--- src/rtl/fp_pkg.sv ---
// Shared FP32 definitions for the integer->FP converter and the FP adder.
package fp_pkg;

    typedef struct packed {
        logic        sign;
        logic [7:0]  exp;
        logic [22:0] man;
    } fp32_t;

    localparam int    FP_BIAS      = 127;
    localparam int    ITOF_EXP_TOP = FP_BIAS + 31;

    localparam fp32_t FP_POS_INF = fp32_t'(32'h7F80_0000);
    localparam fp32_t FP_NEG_INF = fp32_t'(32'hFF80_0000);
    localparam fp32_t FP_POS_MAX = fp32_t'(32'h7F7F_FFFF);
    localparam fp32_t FP_NEG_MIN = fp32_t'(32'hFF7F_FFFF);

endpackage

--- src/rtl/int_to_fp_lzc32.sv ---
// Combinational 32-bit leading-zero counter; returns 32 for an all-zero input.
module lzc32 (
    input  logic [31:0] i_val,
    output logic [5:0]  o_lz
);

    // Scan upward so the highest set bit wins.
    always_comb begin
        o_lz = 6'd32;
        for (int i = 0; i < 32; i++) begin
            if (i_val[i]) o_lz = 6'(31 - i);
        end
    end

endmodule

--- src/rtl/int_to_fp.sv ---
// 3-stage int32 -> FP32 converter with valid/ready handshake and a global stall.
// Build option: define ITOF_RNE_EN for round-to-nearest-even, otherwise truncation.
module int_to_fp
    import fp_pkg::*;
#(
    parameter bit SIGNED_IN = 1'b1
) (
    input  logic        clk,
    input  logic        rst_n,
    input  logic        in_vld,
    output logic        in_rdy,
    input  logic [31:0] in_data,
    output logic        out_vld,
    input  logic        out_rdy,
    output logic [31:0] out_data,
    output logic        busy
);

`ifdef ITOF_RNE_EN
    localparam bit RNE = 1'b1;
`else
    localparam bit RNE = 1'b0;
`endif

    logic        w_en;
    logic [3:1]  r_vld;

    logic        w_s1_sign;
    logic [31:0] w_s1_mag;
    logic        r_s1_sign;
    logic [31:0] r_s1_mag;

    logic [5:0]  w_lz;
    logic [31:0] w_norm;
    logic        r_s2_sign;
    logic [4:0]  r_s2_lz;
    logic [31:0] r_s2_norm;

    logic [7:0]  w_exp;
    logic        w_rnd;
    logic [30:0] w_em;
    fp32_t       r_out;

    assign w_en     = out_rdy | ~r_vld[3];
    assign in_rdy   = w_en;
    assign out_vld  = r_vld[3];
    assign busy     = |r_vld;
    assign out_data = r_out;

    // Two's-complement negate in 32 bits is exact: 0x8000_0000 maps to 2^31.
    assign w_s1_sign = SIGNED_IN & in_data[31];
    assign w_s1_mag  = w_s1_sign ? (~in_data + 32'd1) : in_data;

    lzc32 u_lzc (
        .i_val (r_s1_mag),
        .o_lz  (w_lz)
    );

    assign w_norm = r_s1_mag << w_lz;

    // Rounding carry out of the mantissa ripples straight into the exponent.
    assign w_exp = 8'(ITOF_EXP_TOP) - {3'b000, r_s2_lz};
    assign w_rnd = RNE & r_s2_norm[7] & ((|r_s2_norm[6:0]) | r_s2_norm[8]);
    assign w_em  = {w_exp, r_s2_norm[30:8]} + {30'd0, w_rnd};

    always_ff @(posedge clk or negedge rst_n) begin
        if (!rst_n) begin
            r_vld     <= '0;
            r_s1_sign <= 1'b0;
            r_s1_mag  <= '0;
            r_s2_sign <= 1'b0;
            r_s2_lz   <= '0;
            r_s2_norm <= '0;
            r_out     <= '0;
        end else if (w_en) begin
            r_vld     <= {r_vld[2:1], in_vld};
            r_s1_sign <= w_s1_sign;
            r_s1_mag  <= w_s1_mag;
            r_s2_sign <= r_s1_sign;
            r_s2_lz   <= w_lz[4:0];
            r_s2_norm <= w_norm;
            // A clear hidden bit means the magnitude was zero: emit +0, never -0.
            r_out     <= r_s2_norm[31] ? fp32_t'({r_s2_sign, w_em}) : '0;
        end
    end

endmodule

--- config.mk ---
export PLATFORM = sky130hd
export DESIGN_NAME = int_to_fp
export DESIGN_NICKNAME = d
export VERILOG_FILES = /design/src/rtl/fp_pkg.sv /design/src/rtl/int_to_fp_lzc32.sv /design/src/rtl/int_to_fp.sv
export SDC_FILE = /design/constraint.sdc
export NUM_CORES = 1
export LEC_CHECK = 0
export ABC_AREA = 1
export ABC_CLOCK_PERIOD_IN_PS = 3080
export CAP_MARGIN = 40
export CORE_MARGIN = 1.5
export CORE_UTILIZATION = 50
export DETAILED_ROUTE_END_ITERATION = 8
export PLACE_DENSITY = 0.82
export REMOVE_ABC_BUFFERS = 1
export SYNTH_ARGS = -nofsm -noshare
export SYNTH_HDL_FRONTEND = slang
export SYNTH_SLANG_ARGS = --single-unit
export TNS_END_PERCENT = 50
--- constraint.sdc ---
create_clock -name clk -period 3.08 [get_ports clk]
set_input_delay 0.616 -clock clk [delete_from_list [all_inputs] [get_ports clk]]
set_output_delay 0.616 -clock clk [all_outputs]
set_load 0.02 [all_outputs]
==> summary.txt, run 1 <==
Critical path
  – Slack of the worst reg-to-reg path: -0.05 ns
  – Most used cell along the critical path: nand2_1
  – Worst Reg-to-Reg Cells: 37
  – Crit end category: flop
  – WP data required: 3.31 ns
  – Slowest-stage cell, CP: dfrtp_1
  – Worst reg2reg path startpoint: r_s1_mag[2]
  – CP peak stage delay: just over 0.4 ns
  – Crit start category: flop
  – CP Data Arrival Time: between 3 and 4 ns
  – Max FO, Critical Path: 7
  – WS Path Type: flop to flop
  – Crit path from: r_s1_mag[2]
  – RR Endpoint: r_s2_norm[30]

Die
  – Die area: about 13000 um2
  – Core area: ~12000 um2
  – Die Y: ~110 um
  – IO Count: 71
  – Initial Util: roughly half
  – Row cnt: 40
  – Die Width: 115 um

Route
  – Initial DRC count: about 700
  – Vias: ~6400
  – Number of routed nets with antenna violations: 0
  – TritonRoute pass-1 iters: 5
  – Post-Route WL: ~17000 um
  – Vias per std cell: between 5 and 6
  – Drc violations: 0
  – DR WL/cell: roughly 14 um

Synthesis
  – Sequential area share after synthesis: 39.4%
  – Async SR Flop Fraction: 100%
  – Synth top cells by count: 256 x nand2_1, 190 x nand3_1, 98 x dfrtp_1
  – Syn Inst Count: 888
  – Post-Syn Area: 6220 um2
  – Count leader, synth: nand2_1
  – Synth cell types: 32
  – Synth warnings: 0
  – Top cell type's share of synthesized area: 39.4%
  – Ys flop type: dfrtp_1
  – Area leader, netlist: dfrtp_1
  – Seq cells post-synth: between 90 and 100
  – Top cells by area, synth: dfrtp_1 39%, nand2_1 15%, nand3_1 15%, o21ai_0 5.3%, inv_1 3.9%
  – Number of synthesized flops with an enable pin: 0
  – Syn Area/Cell: ~7 um2

STA
  – Slew @ Worst Pin: 0.797 ns
  – Fin worst setup slack: -0.0550 ns
  – Min Tclk post-route: around 3.1 ns
  – Fin. Hold Viols: 0
  – Max-slew violations: 0
  – Final setup viols: 5
  – Clock Skews: 0.0135 ns
  – Unrepaired setup endpoints after global routing: yes
  – Peak Freq: approximately 320 MHz
  – Tcrit/Tclk final: 102%
  – Final setup TNS: -0.118 ns
  – Rel. slew slack: about 47%

Final layout
  – Area grow syn2layout: 31.5%
  – Cell Count, Final, Fillers Out: 1151
  – Nets@finish: around 1000
  – Layout cell share with drive strength beyond 1: between 10% and 20%
  – ANT cells: 0
  – Post-layout instance area: 8180 um2
  – Fillers: 989

CTS
  – Clk sink count: 98
  – Clock buffer depth: 2
  – H-tree Lvls: 3
  – CTS Root Cell: clkbuf_16
  – Num CTS Buffers: 9
  – CTS tree: built
  – Clock Pin Slew Worst Setup and Hold Paths: approximately 0.070 ns
  – Clk_lat worst skew: 0.35 ns

Outcome
  – Violated checks: negative setup slack
  – Outcome: complete, but fails checks

Flow run
  – Max-cap viol count: 0

GRT
  – Grt ovf: 0
  – Antenna violations before repair: 0
  – Overall routing resource usage: approximately a quarter
  – Vias in the first global route: roughly 5600
  – Largest net degree at the start of global routing: 65
  – First-pass GRT wire length: roughly 26000 um

Placement
  – GP Congestion: 0.933
  – Dpl cells: between 1000 and 1500
  – Final HPWL DP: approximately 11000 um
  – IO Port Bufs: 70
  – Placed cell area: roughly 7300 um2

Power
  – Leak: about 0.0039 uW
  – Pwr Density: approximately 900 nW/um2
  – Maximum vdd ir drop: approximately 0.38 mV

Worst hold path
  – Hold crit path type: primary input to asynchronous set/reset pin
## routing by layer
layer / vias to the layer above / GRT usage (%) / routed length (um)
li1: 3159 / - / -
met1: 2956 / 35.4 / 7470
met2: 267 / 39.2 / 7780
met3: 45 / 2.33 / 908
met4: 0 / 9.00 / 488
met5: - / 0 / 0
## final cells by class
type	count	area (um2)	area share [%]
Inverter	69	259	3.17
Clock buffer	11	243	2.97
Tap cell	168	210	2.57
Sequential cell	98	2450	30.0
Timing Repair Buffer	118	1140	14.0
Multi-Input combinational cell	682	3830	46.8
Clock inverter	5	42.5	0.520
## state kept, by name, summed over array words and instances (netlist names)
| register | cells |
|---|---|
| out_data | 32 |
| r_s1_mag | 32 |
| r_s2_norm | 24 |
| r_s2_lz | 5 |
| r_vld | 3 |
| r_s1_sign | 1 |
| r_s2_sign | 1 |
## per-stage QoR
stage / power, uW / util (%) / hold WS (ns) / setup WS [ns]
3_3_place_gp: 5660 / 60.4 / 0.460 / -0.422
3_5_place_dp: 5720 / 60.4 / 0.467 / -0.538
6_report: 7360 / 67.8 / 0.276 / -0.0550
5_1_grt: 7900 / 67.8 / 0.332 / -0.354
4_1_cts: 6820 / 63.0 / 0.295 / 0.0386
2_1_floorplan: 4460 / - / 0.320 / -3.53
## worst max path at each step
| stage | endpoint | slack, ns | cells after the start |
|---|---|---|---|
| 6_report | r_s2_norm[30] | -0.05 | 37 |
| 5_1_grt | r_s2_norm[22] | -0.35 | 37 |
| 4_1_cts | r_s1_mag[26] | 0.04 | 17 |
| 3_5_place_dp | r_s1_mag[26] | -0.54 | 17 |
| 3_3_place_gp | r_s1_mag[28] | -0.42 | 16 |
| 2_1_floorplan | r_s1_mag[1] | -3.53 | 4 |
## worst max-delay path: cells and delay by family, from the launching register on
kind                   cells  cell delay (ns)
flip-flops                 1             0.41
buffers and inverters      2             0.24
AND/OR/NAND/NOR           35             2.37
## kinds of logic after synthesis
family / Yosys count / share of synthesized area [%]
adder cells (fa/ha/maj): 2 / 0.402
AND/OR/NAND/NOR: 528 / 37.1
buffers and inverters: 110 / 7.30
XOR/XNOR: 31 / 4.37
flip-flops: 98 / 39.4
AO/OA/AOI/OAI: 119 / 11.4
## placed cells by master (no fill, tap or decap), types with 2 or more instances in the layout
cell and instances:
nor3_4 2, o21ai_0 62, xnor2_1 10, a22o_1 22
o211ai_1 4, dfrtp_1 98, buf_4 43, or2_2 3
nor4_1 7, nand3_2 65, nand3_1 125, o21ai_1 9
o41ai_2 2, nor3_1 8, nor3_2 3, dlymetal6s2s_1 3
nor3b_2 2, inv_6 4, clkbuf_16 11, nand4_1 5
a21oi_2 2, inv_2 5, buf_12 3, a21oi_1 10
clkinv_1 3, clkdlybuf4s50_1 66, inv_1 61, ha_1 2
o21ai_2 5, nand2_2 12, nor2_1 44, nand2_8 3
xor2_1 20, nand2_1 246
## report_power, final
| group | internal, uW | leakage, uW | switching, uW |
|---|---|---|---|
| clock network | 582 | 0.000138 | 499 |
| logic | 1590 | 0.00256 | 2560 |
| registers | 1780 | 0.00120 | 345 |
## repair_timing
action                                 in CTS  in global routing
setup endpoints to repair                   7                 34
endpoints found under the hold margin       0                  0
gates cloned                                0                  5
pin swaps                                   0                 29
setup buffers                               0                  5
hold buffers                                0                  0
gates resized for setup                     6                103
Note: power is estimated with default switching activity, not from simulation.
==> run 2: changes to the inputs <==
--- a/config.mk
+++ b/config.mk
@@ -8,10 +8,12 @@
 export ABC_AREA = 1
 export ABC_CLOCK_PERIOD_IN_PS = 3080
 export CAP_MARGIN = 40
-export CORE_MARGIN = 1.5
-export CORE_UTILIZATION = 50
+export CELL_PAD_IN_SITES_DETAIL_PLACEMENT = 0
+export CELL_PAD_IN_SITES_GLOBAL_PLACEMENT = 1
+export CORE_MARGIN = 2
+export CORE_UTILIZATION = 41
 export DETAILED_ROUTE_END_ITERATION = 8
-export PLACE_DENSITY = 0.82
+export PLACE_DENSITY = 0.91
 export REMOVE_ABC_BUFFERS = 1
 export SYNTH_ARGS = -nofsm -noshare
 export SYNTH_HDL_FRONTEND = slang
==> run 2 against run 1 <==
The run now ends clean. Clock-buffer cell count decreased by 2. Worst hold slack improved by 0.051 ns. Maximum frequency increased by 2.6%. Register-to-register slack improved by 0.08 ns. Largest power group unchanged. Highest routed layer unchanged.
==> summary.txt, run 2 (synthesized netlist as in run 1, its figures left out) <==
STA
  – Max-slew violations: 0 (unchanged)
  – Clock Skews: 0.00942 ns (was 0.0135 ns)
  – Fin worst setup slack: 0.0254 ns (was -0.0550 ns)
  – Peak Freq: 327 MHz (was 319 MHz)
  – Fin. Hold Viols: 0 (unchanged)
  – Tcrit/Tclk final: 99.2% (was 102%)
  – Unrepaired setup endpoints after global routing: yes (unchanged)
  – Rel. slew slack: 51.6% (was 46.8%)
  – Min Tclk post-route: 3.05 ns (was 3.13 ns)
  – Final setup viols: 0 (was 5)
  – WHS: 0.327 ns (was 0.276 ns)
  – Slew @ Worst Pin: 0.726 ns (was 0.797 ns)

Die
  – Row cnt: 45 (was 40)
  – Die area: 16200 um2 (was 13100 um2)
  – Initial Util: 41.4% (was 51.6%)
  – Core area: 15000 um2 (was 12100 um2)
  – IO Count: 71 (unchanged)
  – Die Y: 127 um (was 115 um)
  – Die Width: 127 um (was 115 um)

Final layout
  – Commonest non-fill, non-tap cells in the layout: 253 x nand2_1, 171 x nand3_1, 98 x dfrtp_1, 66 x clkdlybuf4s50_1, 64 x o21ai_0 (was 246 x nand2_1, 125 x nand3_1, 98 x dfrtp_1, 66 x clkdlybuf4s50_1, 65 x nand3_2)
  – Cell Count, Final, Fillers Out: 1172 (was 1151)
  – Layout cell share with drive strength beyond 1: 11.8% (was 17.7%)
  – Commonest non-fill, non-tap cell in the layout: nand2_1 (unchanged)
  – Area grow syn2layout: 27.6% (was 31.5%)
  – Fillers: 1511 (was 989)
  – Nets@finish: 1017 (was 1016)
  – Final core occ: 52.8% (was 67.8%)
  – Register area: 2450 um2 (unchanged)
  – Area of the multi-input gates: 3530 um2 (was 3830 um2)
  – ANT cells: 0 (unchanged)

Critical path
  – CP Depth: 37 (unchanged)
  – Crit end category: flop (unchanged)
  – Most used cell along the critical path: nand2_1 (unchanged)
  – Delay-heaviest family, CP: simple AND/OR/NAND/NOR gates (unchanged)
  – Max FO, Critical Path: 27 (was 7)
  – WP data required: 3.32 ns (was 3.31 ns)
  – Crit path to: r_s2_norm[29] (was r_s2_norm[30])
  – CP Data Arrival Time: 3.29 ns (was 3.36 ns)
  – Crit start category: flop (unchanged)
  – WS Path Type: flop to flop (unchanged)
  – Slowest-stage cell, CP: dfrtp_1 (unchanged)
  – Crit path from: r_s1_mag[2] (unchanged)
  – Buffer and inverter count on the worst path: 2 (unchanged)
  – RR Endpoint: r_s2_norm[29] (was r_s2_norm[30])
  – Worst Reg-to-Reg Cells: 37 (unchanged)
  – Slack of the worst reg-to-reg path: 0.03 ns (was -0.05 ns)
  – Worst reg2reg path startpoint: r_s1_mag[2] (unchanged)
  – CP peak stage delay: 0.38 ns (was 0.41 ns)

CTS
  – Clk_lat worst skew: 0.35 ns (about the same)
  – Clk sink count: 98 (unchanged)
  – Clock buffer depth: 2 (unchanged)
  – CTS Root Cell: clkbuf_16 (unchanged)
  – H-tree Lvls: 3 (unchanged)
  – Clock Pin Slew Worst Setup and Hold Paths: 0.07 ns (about the same)
  – CTS tree: built (unchanged)
  – Num CTS Buffers: 9 (unchanged)

GRT
  – Grt ovf: 0 (unchanged)
  – Antenna violations before repair: 0 (unchanged)
  – Overall routing resource usage: 20.6% (was 24.8%)
  – GRT busiest layer: met2 (unchanged)
  – Vias in the first global route: 5575 (was 5552)
  – Met3 Resource Use GR: 2.97% (was 2.33%)
  – GR met2 Demand/Resource: 32.0% (was 39.2%)
  – First-pass GRT wire length: 27100 um (was 26200 um)
  – GR Layer Usage met1: 29.0% (was 35.4%)
  – Largest net degree at the start of global routing: 67 (was 65)

Placement
  – Final HPWL DP: 12100 um (was 11500 um)
  – Pre-CTS setup slack: -0.544 ns (was -0.538 ns)
  – IO Port Bufs: 70 (unchanged)
  – Dpl cells: 1155 (was 1125)
  – GP Congestion: 0.900 (was 0.933)

Route
  – Post-Route WL: 16200 um (was 16700 um)
  – Initial DRC count: 343 (was 703)
  – DR WL/cell: 13.8 um (was 14.5 um)
  – Vias: 6118 (was 6427)
  – Drc violations: 0 (unchanged)
  – Vias per std cell: 5.22 (was 5.58)
  – TritonRoute pass-1 iters: 5 (unchanged)
  – Number of routed nets with antenna violations: 0 (unchanged)

Worst hold path
  – Hold crit path type: primary input to asynchronous set/reset pin (unchanged)

Power
  – Leak: 0.00382 uW (was 0.00390 uW)
  – Maximum vdd ir drop: 0.340 mV (was 0.382 mV)
  – Pwr Density: 896 nW/um2 (was 900 nW/um2)
  – Power Total: 7110 uW (was 7360 uW)

Flow run
  – Max-cap viol count: 0 (unchanged)

Outcome
  – Outcome: completed (was complete, but fails checks)
[run 2: final cells by class]
type / instances / share of cell area (%)
clock inverter: 7 / 1.26
multi-input combinational: 680 / 44.4
sequential: 98 / 30.9
tap: 188 / 2.96
clock buffer: 9 / 2.84
inverter: 69 / 3.26
timing repair buffer: 121 / 14.3
[run 2: power breakdown]
group	leakage, uW	switching (uW)	internal [uW]
Combinational	0.00246	2330	1450
Sequential	0.00120	347	1790
Clock	0.000160	483	718
Total	0.00382	3160	3950
[run 2: worst min-delay path by stage]
| stage | depth (start not counted) | start | to |
|---|---|---|---|
| detailed placement | 2 | r_vld[2] | r_vld[3] |
| floorplan | 0 | rst_n | out_data[0] |
| finish | 1 | rst_n | out_data[19] |
| global placement | 2 | r_vld[2] | r_vld[3] |
| CTS | 1 | rst_n | out_data[4] |
| global route | 1 | rst_n | out_data[19] |
[run 2: per-stage QoR]
step                area [um2]  TNS (ns)
finish                    7940         0
global route              7940     -6.66
CTS                       7760         0
detailed placement        7390     -5.17
global placement          7390     -4.16
floorplan                 6020   -239.13
[run 2: metal layers]
layer  up-vias  routed length (um)
met1      2763                7990
met5         -                   0
met2       167                7140
met3        27                 642
li1       3161                   -
met4         0                 408
[run 2: worst register-to-register path, delay by kind of cell (launching register included)]
| family | cells | cell delay [ns] |
|---|---|---|
| buffers and inverters | 2 | 0.26 |
| flip-flops | 1 | 0.38 |
| AND/OR/NAND/NOR | 35 | 2.25 |
[run 2: repair_timing]
item | 4_1_cts | 5_1_grt
pin swaps | 0 | 8
hold buffers | 0 | 0
gates resized for setup | 7 | 39
buffers inserted | 0 | 1
endpoints found under the hold margin | 0 | 0
endpoints found under the setup margin | 14 | 38
